File: src/rtl/syn_fifo.sv
// Single-clock FIFO with binary pointers, occupancy count and sticky error flags.
// Define SYN_FIFO_FWFT_EN for first-word fall-through reads; default is registered reads.
module syn_fifo #(
    parameter int ADDR_WIDTH    = 4,
    parameter int DATA_WIDTH    = 32,
    parameter int AFULL_THRESH  = 12,
    parameter int AEMPTY_THRESH = 4
) (
    input  logic                  clk,
    input  logic                  rst_n,
    input  logic                  winc,
    input  logic [DATA_WIDTH-1:0] wdata,
    output logic                  wfull,
    output logic                  walmost_full,
    input  logic                  rinc,
    output logic [DATA_WIDTH-1:0] rdata,
    output logic                  rempty,
    output logic                  ralmost_empty,
    output logic [ADDR_WIDTH:0]   count,
    output logic                  overflow,
    output logic                  underflow
);

    localparam int DEPTH = 1 << ADDR_WIDTH;
    localparam logic [ADDR_WIDTH:0] PTR_ONE    = {{ADDR_WIDTH{1'b0}}, 1'b1};
    localparam logic [ADDR_WIDTH:0] AFULL_CNT  = AFULL_THRESH[ADDR_WIDTH:0];
    localparam logic [ADDR_WIDTH:0] AEMPTY_CNT = AEMPTY_THRESH[ADDR_WIDTH:0];

    logic [DATA_WIDTH-1:0] mem [DEPTH];
    logic [ADDR_WIDTH:0]   wptr;
    logic [ADDR_WIDTH:0]   rptr;
    logic                  empty;
    logic                  full;
    logic                  wr_ok;
    logic                  rd_ok;

    // Flags depend only on registered pointers/count, never on winc/rinc.
    assign empty         = (wptr == rptr);
    assign full          = (wptr[ADDR_WIDTH] != rptr[ADDR_WIDTH]) &&
                           (wptr[ADDR_WIDTH-1:0] == rptr[ADDR_WIDTH-1:0]);
    assign wr_ok         = winc && !full;
    assign rd_ok         = rinc && !empty;
    assign wfull         = full;
    assign rempty        = empty;
    assign walmost_full  = (count >= AFULL_CNT);
    assign ralmost_empty = (count <= AEMPTY_CNT);

    always_ff @(posedge clk) begin
        if (wr_ok) begin
            mem[wptr[ADDR_WIDTH-1:0]] <= wdata;
        end
    end

    always_ff @(posedge clk or negedge rst_n) begin
        if (!rst_n) begin
            wptr      <= '0;
            rptr      <= '0;
            count     <= '0;
            overflow  <= 1'b0;
            underflow <= 1'b0;
        end else begin
            if (wr_ok) begin
                wptr <= wptr + PTR_ONE;
            end
            if (rd_ok) begin
                rptr <= rptr + PTR_ONE;
            end
            case ({wr_ok, rd_ok})
                2'b10:   count <= count + PTR_ONE;
                2'b01:   count <= count - PTR_ONE;
                default: count <= count;
            endcase
            if (winc && full) begin
                overflow <= 1'b1;
            end
            if (rinc && empty) begin
                underflow <= 1'b1;
            end
        end
    end

`ifdef SYN_FIFO_FWFT_EN
    // Head word is presented directly; forced to zero while empty so reset shows 0.
    assign rdata = empty ? '0 : mem[rptr[ADDR_WIDTH-1:0]];
`else
    logic [DATA_WIDTH-1:0] rdata_q;

    always_ff @(posedge clk or negedge rst_n) begin
        if (!rst_n) begin
            rdata_q <= '0;
        end else if (rd_ok) begin
            rdata_q <= mem[rptr[ADDR_WIDTH-1:0]];
        end
    end

    assign rdata = rdata_q;
`endif

endmodule
File: config.mk
export PLATFORM = sky130hd
export DESIGN_NAME = syn_fifo
export DESIGN_NICKNAME = d
export VERILOG_FILES = /design/src/rtl/syn_fifo.sv
export SDC_FILE = /design/constraint.sdc
export NUM_CORES = 1
export LEC_CHECK = 0
export ABC_AREA = 1
export CAP_MARGIN = 20
export CELL_PAD_IN_SITES_DETAIL_PLACEMENT = 0
export CELL_PAD_IN_SITES_GLOBAL_PLACEMENT = 1
export CORE_MARGIN = 2
export CORE_UTILIZATION = 30
export CTS_BUF_LIST = sky130_fd_sc_hd__clkbuf_8
export DETAILED_ROUTE_END_ITERATION = 10
export GPL_TIMING_DRIVEN = 0
export PLACE_DENSITY_LB_ADDON = 0.1
export SLEW_MARGIN = 40
export SYNTH_ARGS = -nofsm -noshare
export SYNTH_HDL_FRONTEND = slang
export SYNTH_SLANG_ARGS = --single-unit
File: constraint.sdc
create_clock -name clk -period 3.7 [get_ports clk]
set_input_delay 0.37 -clock clk [delete_from_list [all_inputs] [get_ports clk]]
set_output_delay 0.37 -clock clk [all_outputs]
set_load 0.01 [all_outputs]
After elaboration in Yosys (flattened, before gate mapping)

Memory sizes are Yosys's and may differ from the RTL's. A register that Yosys moved wholly into a read port is not among the register bits.
Cells that the tools add are included.

Add/sub/neg operators: 4
$lt $le $gt $ge: 2
Eq/ne operators: 5
Mux-type cells: 3
Reduce and logical (&&, ||, !) cells: 9

Operators with widths:

| kind                | number |
|---|---|
| $add 5x1->5 const B | 3 |
| $pmux 5 s2          | 1 |
| $eq 5x5->1          | 1 |
| $ge 5x4->1 const B  | 1 |
| $le 5x3->1 const B  | 1 |
| $logic_and 1x1->1   | 5 |
| $sub 5x1->5 const B | 1 |
| $eq 4x4->1          | 1 |
| $logic_not 1->1     | 3 |
| $eq 2x1->1 const B  | 1 |
| $eq 2x2->1 const B  | 1 |
| $mux 1              | 2 |
| $reduce_bool 2->1   | 1 |
| $ne 1x1->1          | 1 |

Flip-flop bits (word level): 17
RAM bits: 512
Bits of input ports: 36
Output and inout port bits: 43
Memories kept: 1

Memory list:

| name | words | bits a word | rd ports | clocked after memory_dff | wr ports | line | text |
|---|---|---|---|---|---|---|---|
| mem  | 16    | 32          | 1        | 1                        | 1        | 29   | `logic [DATA_WIDTH-1:0] mem [DEPTH];` |

Depth between registers and ports, before layout

Word-level depth: 6
Depth in mapped cells: 21
Depth with buffers taken out: 18

Least setup slack after synthesis

No wires, ideal clock.

Path type: register to register
Start: register rptr[0]
End: memory mem[3][0] (enable)
Arrival time: 3309 ps
Data required time: 3239 ps
Path slack: -70 ps
Cell stages (with the launch flop): 8
Buffers on the path: 2
Period minus slack after synthesis: 3770 ps
Cell sequence: dfrtp_1 buf_4 xor2_1 nor2_1 nand3_1 nand2_1 buf_2 nor3_1

Longest elaborated chain between the ends: 6

RTL lines:

| element                      | line | text |
|---|---|---|
| from (decl)                  | 31   | `logic [ADDR_WIDTH:0] rptr;` |
| from (signal assigned)       | 66   | `rptr <= rptr + PTR_ONE;` |
| $eq 4x4->1                   | 40   | `(wptr[ADDR_WIDTH-1:0] == rptr[ADDR_WIDTH-1:0]);` |
| $logic_and 1x1->1            | 39   | `assign full = (wptr[ADDR_WIDTH] != rptr[ADDR_WIDTH]) &&` |
| $logic_not 1->1              | 41   | `assign wr_ok = winc && !full;` |
| $logic_and 1x1->1            | 41   |  |
| $mux 1                       | 49   | `if (wr_ok) begin` |
| $mux 1 (not written as such) | 50   | `mem[wptr[ADDR_WIDTH-1:0]] <= wdata;` |
| to (decl)                    | 29   |  |

Every way passes these cells.

Worst setup path after layout

Start: register rptr[1]
End: register count[4]

Elaborated cells on any way between the ends: 11

RTL lines:

| element                                         | line | text |
|---|---|---|
| $eq 5x5->1 (*)                                  | 38   | `assign empty = (wptr == rptr);` |
| $logic_not 1->1 (*)                             | 42   | `assign rd_ok = rinc && !empty;` |
| $logic_and 1x1->1 (*)                           | 42   |  |
| via rd_ok                                       | 35   | `logic rd_ok;` |
| $eq 2x1->1 or $eq 2x2->1 (tied branches)        | 68   | `case ({wr_ok, rd_ok})` |
| $pmux 5 s2 or $reduce_bool 2->1 (tied branches) | -    |  |
| to (signal assigned)                            | 69   | `2'b10: count <= count + PTR_ONE;` |
| to (signal assigned)                            | 70   | `2'b01: count <= count - PTR_ONE;` |
| to (signal assigned)                            | 71   | `default: count <= count;` |
| to (decl)                                       | 19   | `output logic [ADDR_WIDTH:0] count,` |

The timed path passes the listed nets; every way through them passes the cells marked *.
A chain may end at the register's enable or synchronous reset.

==> impl_metrics.env <==
export IMPL_status="completed"
export IMPL_initial_utilization_pct=30.4
export IMPL_cp_top_family="simple AND/OR/NAND/NOR gates"
export IMPL_hpwl_um=53900
export IMPL_core_area_um2=80800
export IMPL_slowest_stage="dfrtp_1"
export IMPL_place_congestion=0.747
export IMPL_yosys_warnings=0
export IMPL_ys_ff_latch=561
export IMPL_hold_viol=0
export IMPL_placement_rows=104
export IMPL_syn_inst=2484
export IMPL_ys_seq_area_share_pct=67.5
export IMPL_numCtsBuffers=105
export IMPL_slew_viol_final=0
export IMPL_ctsHoldBuffers=2
export IMPL_max_freq_mhz=303
export IMPL_end_kind="flop"
export IMPL_path_depth=21
export IMPL_area_growth_pct=20.3
export IMPL_grt_overflow=0
export IMPL_setup_violations=0
export IMPL_clockBufferDepth=3
export IMPL_cts_resized_gates=0
export IMPL_dr_first_iter_drc_count=1154
export IMPL_path_max_fanout=11
export IMPL_arrival_ns=3.90
export IMPL_path_clk_slew_ns=0.06
export IMPL_yosys_top_cells_area="edfxtp_1 63%, nand2_1 14%, inv_1 7.4%"
export IMPL_crit_chain="buf_2 > inv_2 > nand2_1 > nand2_1 > nor2_1 > nand3_1 > nand2_2 > inv_2 > buf_4 > ha_1 > clkbuf_1 > xor2_1 > ha_1 > a21oi_1 > nor2_1 > nand2_1 > nand2_1 > nand2_1 > nand2_1 > nand2_1 > nand2_1"
export IMPL_portBuffers=78
export IMPL_synth_distinct_cells=22
export IMPL_grt_pass1_wl_um=114000
export IMPL_ir_drop_mv=0.341
export IMPL_rr_endpoint="count[4]"
export IMPL_postLayoutSetupSlackWorst_ns=0.401
export IMPL_routedWlPerCell_um=20.0
export IMPL_fin_util_pct=36.6
export IMPL_pin_count=79
export IMPL_cts_tree="built"
export IMPL_clockRootBuffer="clkbuf_8"
export IMPL_finalNetCount=2799
export IMPL_fillers=8183
export IMPL_grt_start_max_net_pins=38
export IMPL_die_h_um=290
export IMPL_grt_pass1_vias=16700
export IMPL_grt_setup_unrepaired="no"
export IMPL_drc_errors=0
export IMPL_grt_antenna_before_repair=2
export IMPL_critPathKind="flop to flop"
export IMPL_cap_violations=0
export IMPL_htreeDepth=3
export IMPL_reg2reg_depth=21
export IMPL_worstMarginPinSlew_ns=0.837
export IMPL_gr_usage_all_layers_pct=18.6
export IMPL_leakage_uw=0.0135
export IMPL_ant_nets=0
export IMPL_skew_ns=0.0198
export IMPL_syn_area_um2=24600
export IMPL_pre_cts_ws_ns=0.412
export IMPL_start_kind="flop"
export IMPL_hp_class="primary input to async pin"
export IMPL_power_uw=21900
export IMPL_cp_common_cell="nand2_1"
export IMPL_holdWs_ns=0.0502
export IMPL_drive_gt1_share_pct=11.8
export IMPL_cp_required_ns=4.30
export IMPL_max_stage_delay_ns=0.34
export IMPL_drt_total_wl_um=78100
export IMPL_fp_dieArea_um2=84200
export IMPL_firstDrtPassIters=5
export IMPL_post_route_period_util_pct=89.2
export IMPL_die_w_um=290
export IMPL_r2r_start="rptr[1]"
export IMPL_num_vias=16900
export IMPL_slew_limit_headroom_pct=44.2
export IMPL_yosysTopAreaCell="edfxtp_1"
export IMPL_insertion_delay_ns=0.73
export IMPL_worst_path_buf_inv=5
export IMPL_cts_sinks=561
export IMPL_rrSetupSlack_ns=0.40
export IMPL_fin_crit_ns=3.30
export IMPL_synth_top_area_share_pct=62.6
export IMPL_final_area_um2=29600
export IMPL_synth_net_count=2528
export IMPL_post_cts_buffers=0
export IMPL_power_density_nw_per_um2=739
export IMPL_postSynthAreaPerCell_um2=9.89
export IMPL_vias_per_cell=4.34
export IMPL_placed_area_um2=27600
==> metrics by stage <==
stage          setup TNS (ns)  instances
2_1_floorplan          -17.94       2484
3_3_place_gp         -1154.43       3622
3_5_place_dp                0       3706
4_1_cts                     0       3901
5_1_grt                     0       3905
6_report                    0       3905
==> cells in the final DEF (no fill, tap or decap), types with 3 or more instances in the layout <==
cell,n
nor2_1,6
ha_1,8
o21ai_0,5
nor3_2,8
xor2_1,7
buf_6,25
clkinv_2,10
edfxtp_1,512
inv_1,531
nand3_1,328
xnor2_1,7
buf_2,105
clkbuf_8,109
clkinv_1,34
a21o_1,3
buf_8,4
clkbuf_1,8
buf_16,3
clkdlybuf4s50_1,77
bufinv_16,4
nand2_1,920
inv_2,5
buf_1,5
dfrtp_1,49
diode_2,4
nor3_4,7
buf_4,46
==> synth_stat cells <==
library cell    n
a21oi_1         1
nand2_2         1
buf_1           8
nand3b_1        2
buf_6           3
buf_4           8
a21o_1          3
inv_2           5
clkbuf_1        9
nor2_1          7
dfrtp_1        49
inv_1         482
xor2_1          7
nand2_1       920
ha_1            8
buf_2          85
clkinv_1       18
nor3_1         16
xnor2_1         7
edfxtp_1      512
nand3_1       328
o21ai_0         5
==> report_power, final <==
group | internal, µW | switching, µW
Combinational | 2470 | 5670
Clock | 3000 | 2710
Sequential | 7710 | 291
Total | 13200 | 8670
==> routing by layer <==
metal  track usage, %  share of wire, %
met3             2.47               4.1
met4             5.18               1.8
met1             24.9                46
met2             31.5                49
met5                0                 0
==> cell type report <==
cell class	count	area, µm²	share of cell area (%)
inverter	505	1900	6.41
clock inverter	84	458	1.55
antenna	4	10.0	0.0339
tap	1060	1330	4.49
buffer	113	588	1.99
multi-input combinational	1305	5620	19.0
clock buffer	109	1500	5.08
timing repair buffer	164	1560	5.27
sequential	561	16600	56.2
==> worst max-delay path by stage <==
stage / startpoint / to / slack [ns]
after floorplan: rptr[0] / mem[4][0] / -0.07
after global placement: rptr[1] / mem[5][18] / -3.70
after detailed placement: rptr[1] / count[4] / 0.41
after CTS: rptr[1] / count[4] / 0.38
after global routing: rptr[1] / count[4] / 0.17
final: rptr[1] / count[4] / 0.40
==> flip-flops by register name, indices dropped and copies added (netlist names) <==
| name | cells |
|---|---|
| underflow | 1 |
| count | 5 |
| wptr | 5 |
| rdata | 32 |
| overflow | 1 |
| rptr | 5 |
| mem | 512 |
==> cells by family (layout without fill, tap and decap cells) <==
logic type / Yosys count / count (layout) / synth area share (%)
simple gates: 1274 / 1274 / 21.2
buf+inv: 618 / 975 / 10.1
flops: 561 / 561 / 67.5
xor+xnor: 14 / 14 / 0.499
compound gates: 9 / 9 / 0.214
fa+ha+maj: 8 / 8 / 0.407
other cells: 0 / 4 / 0
No activity file was read; power rests on OpenSTA's default activity.
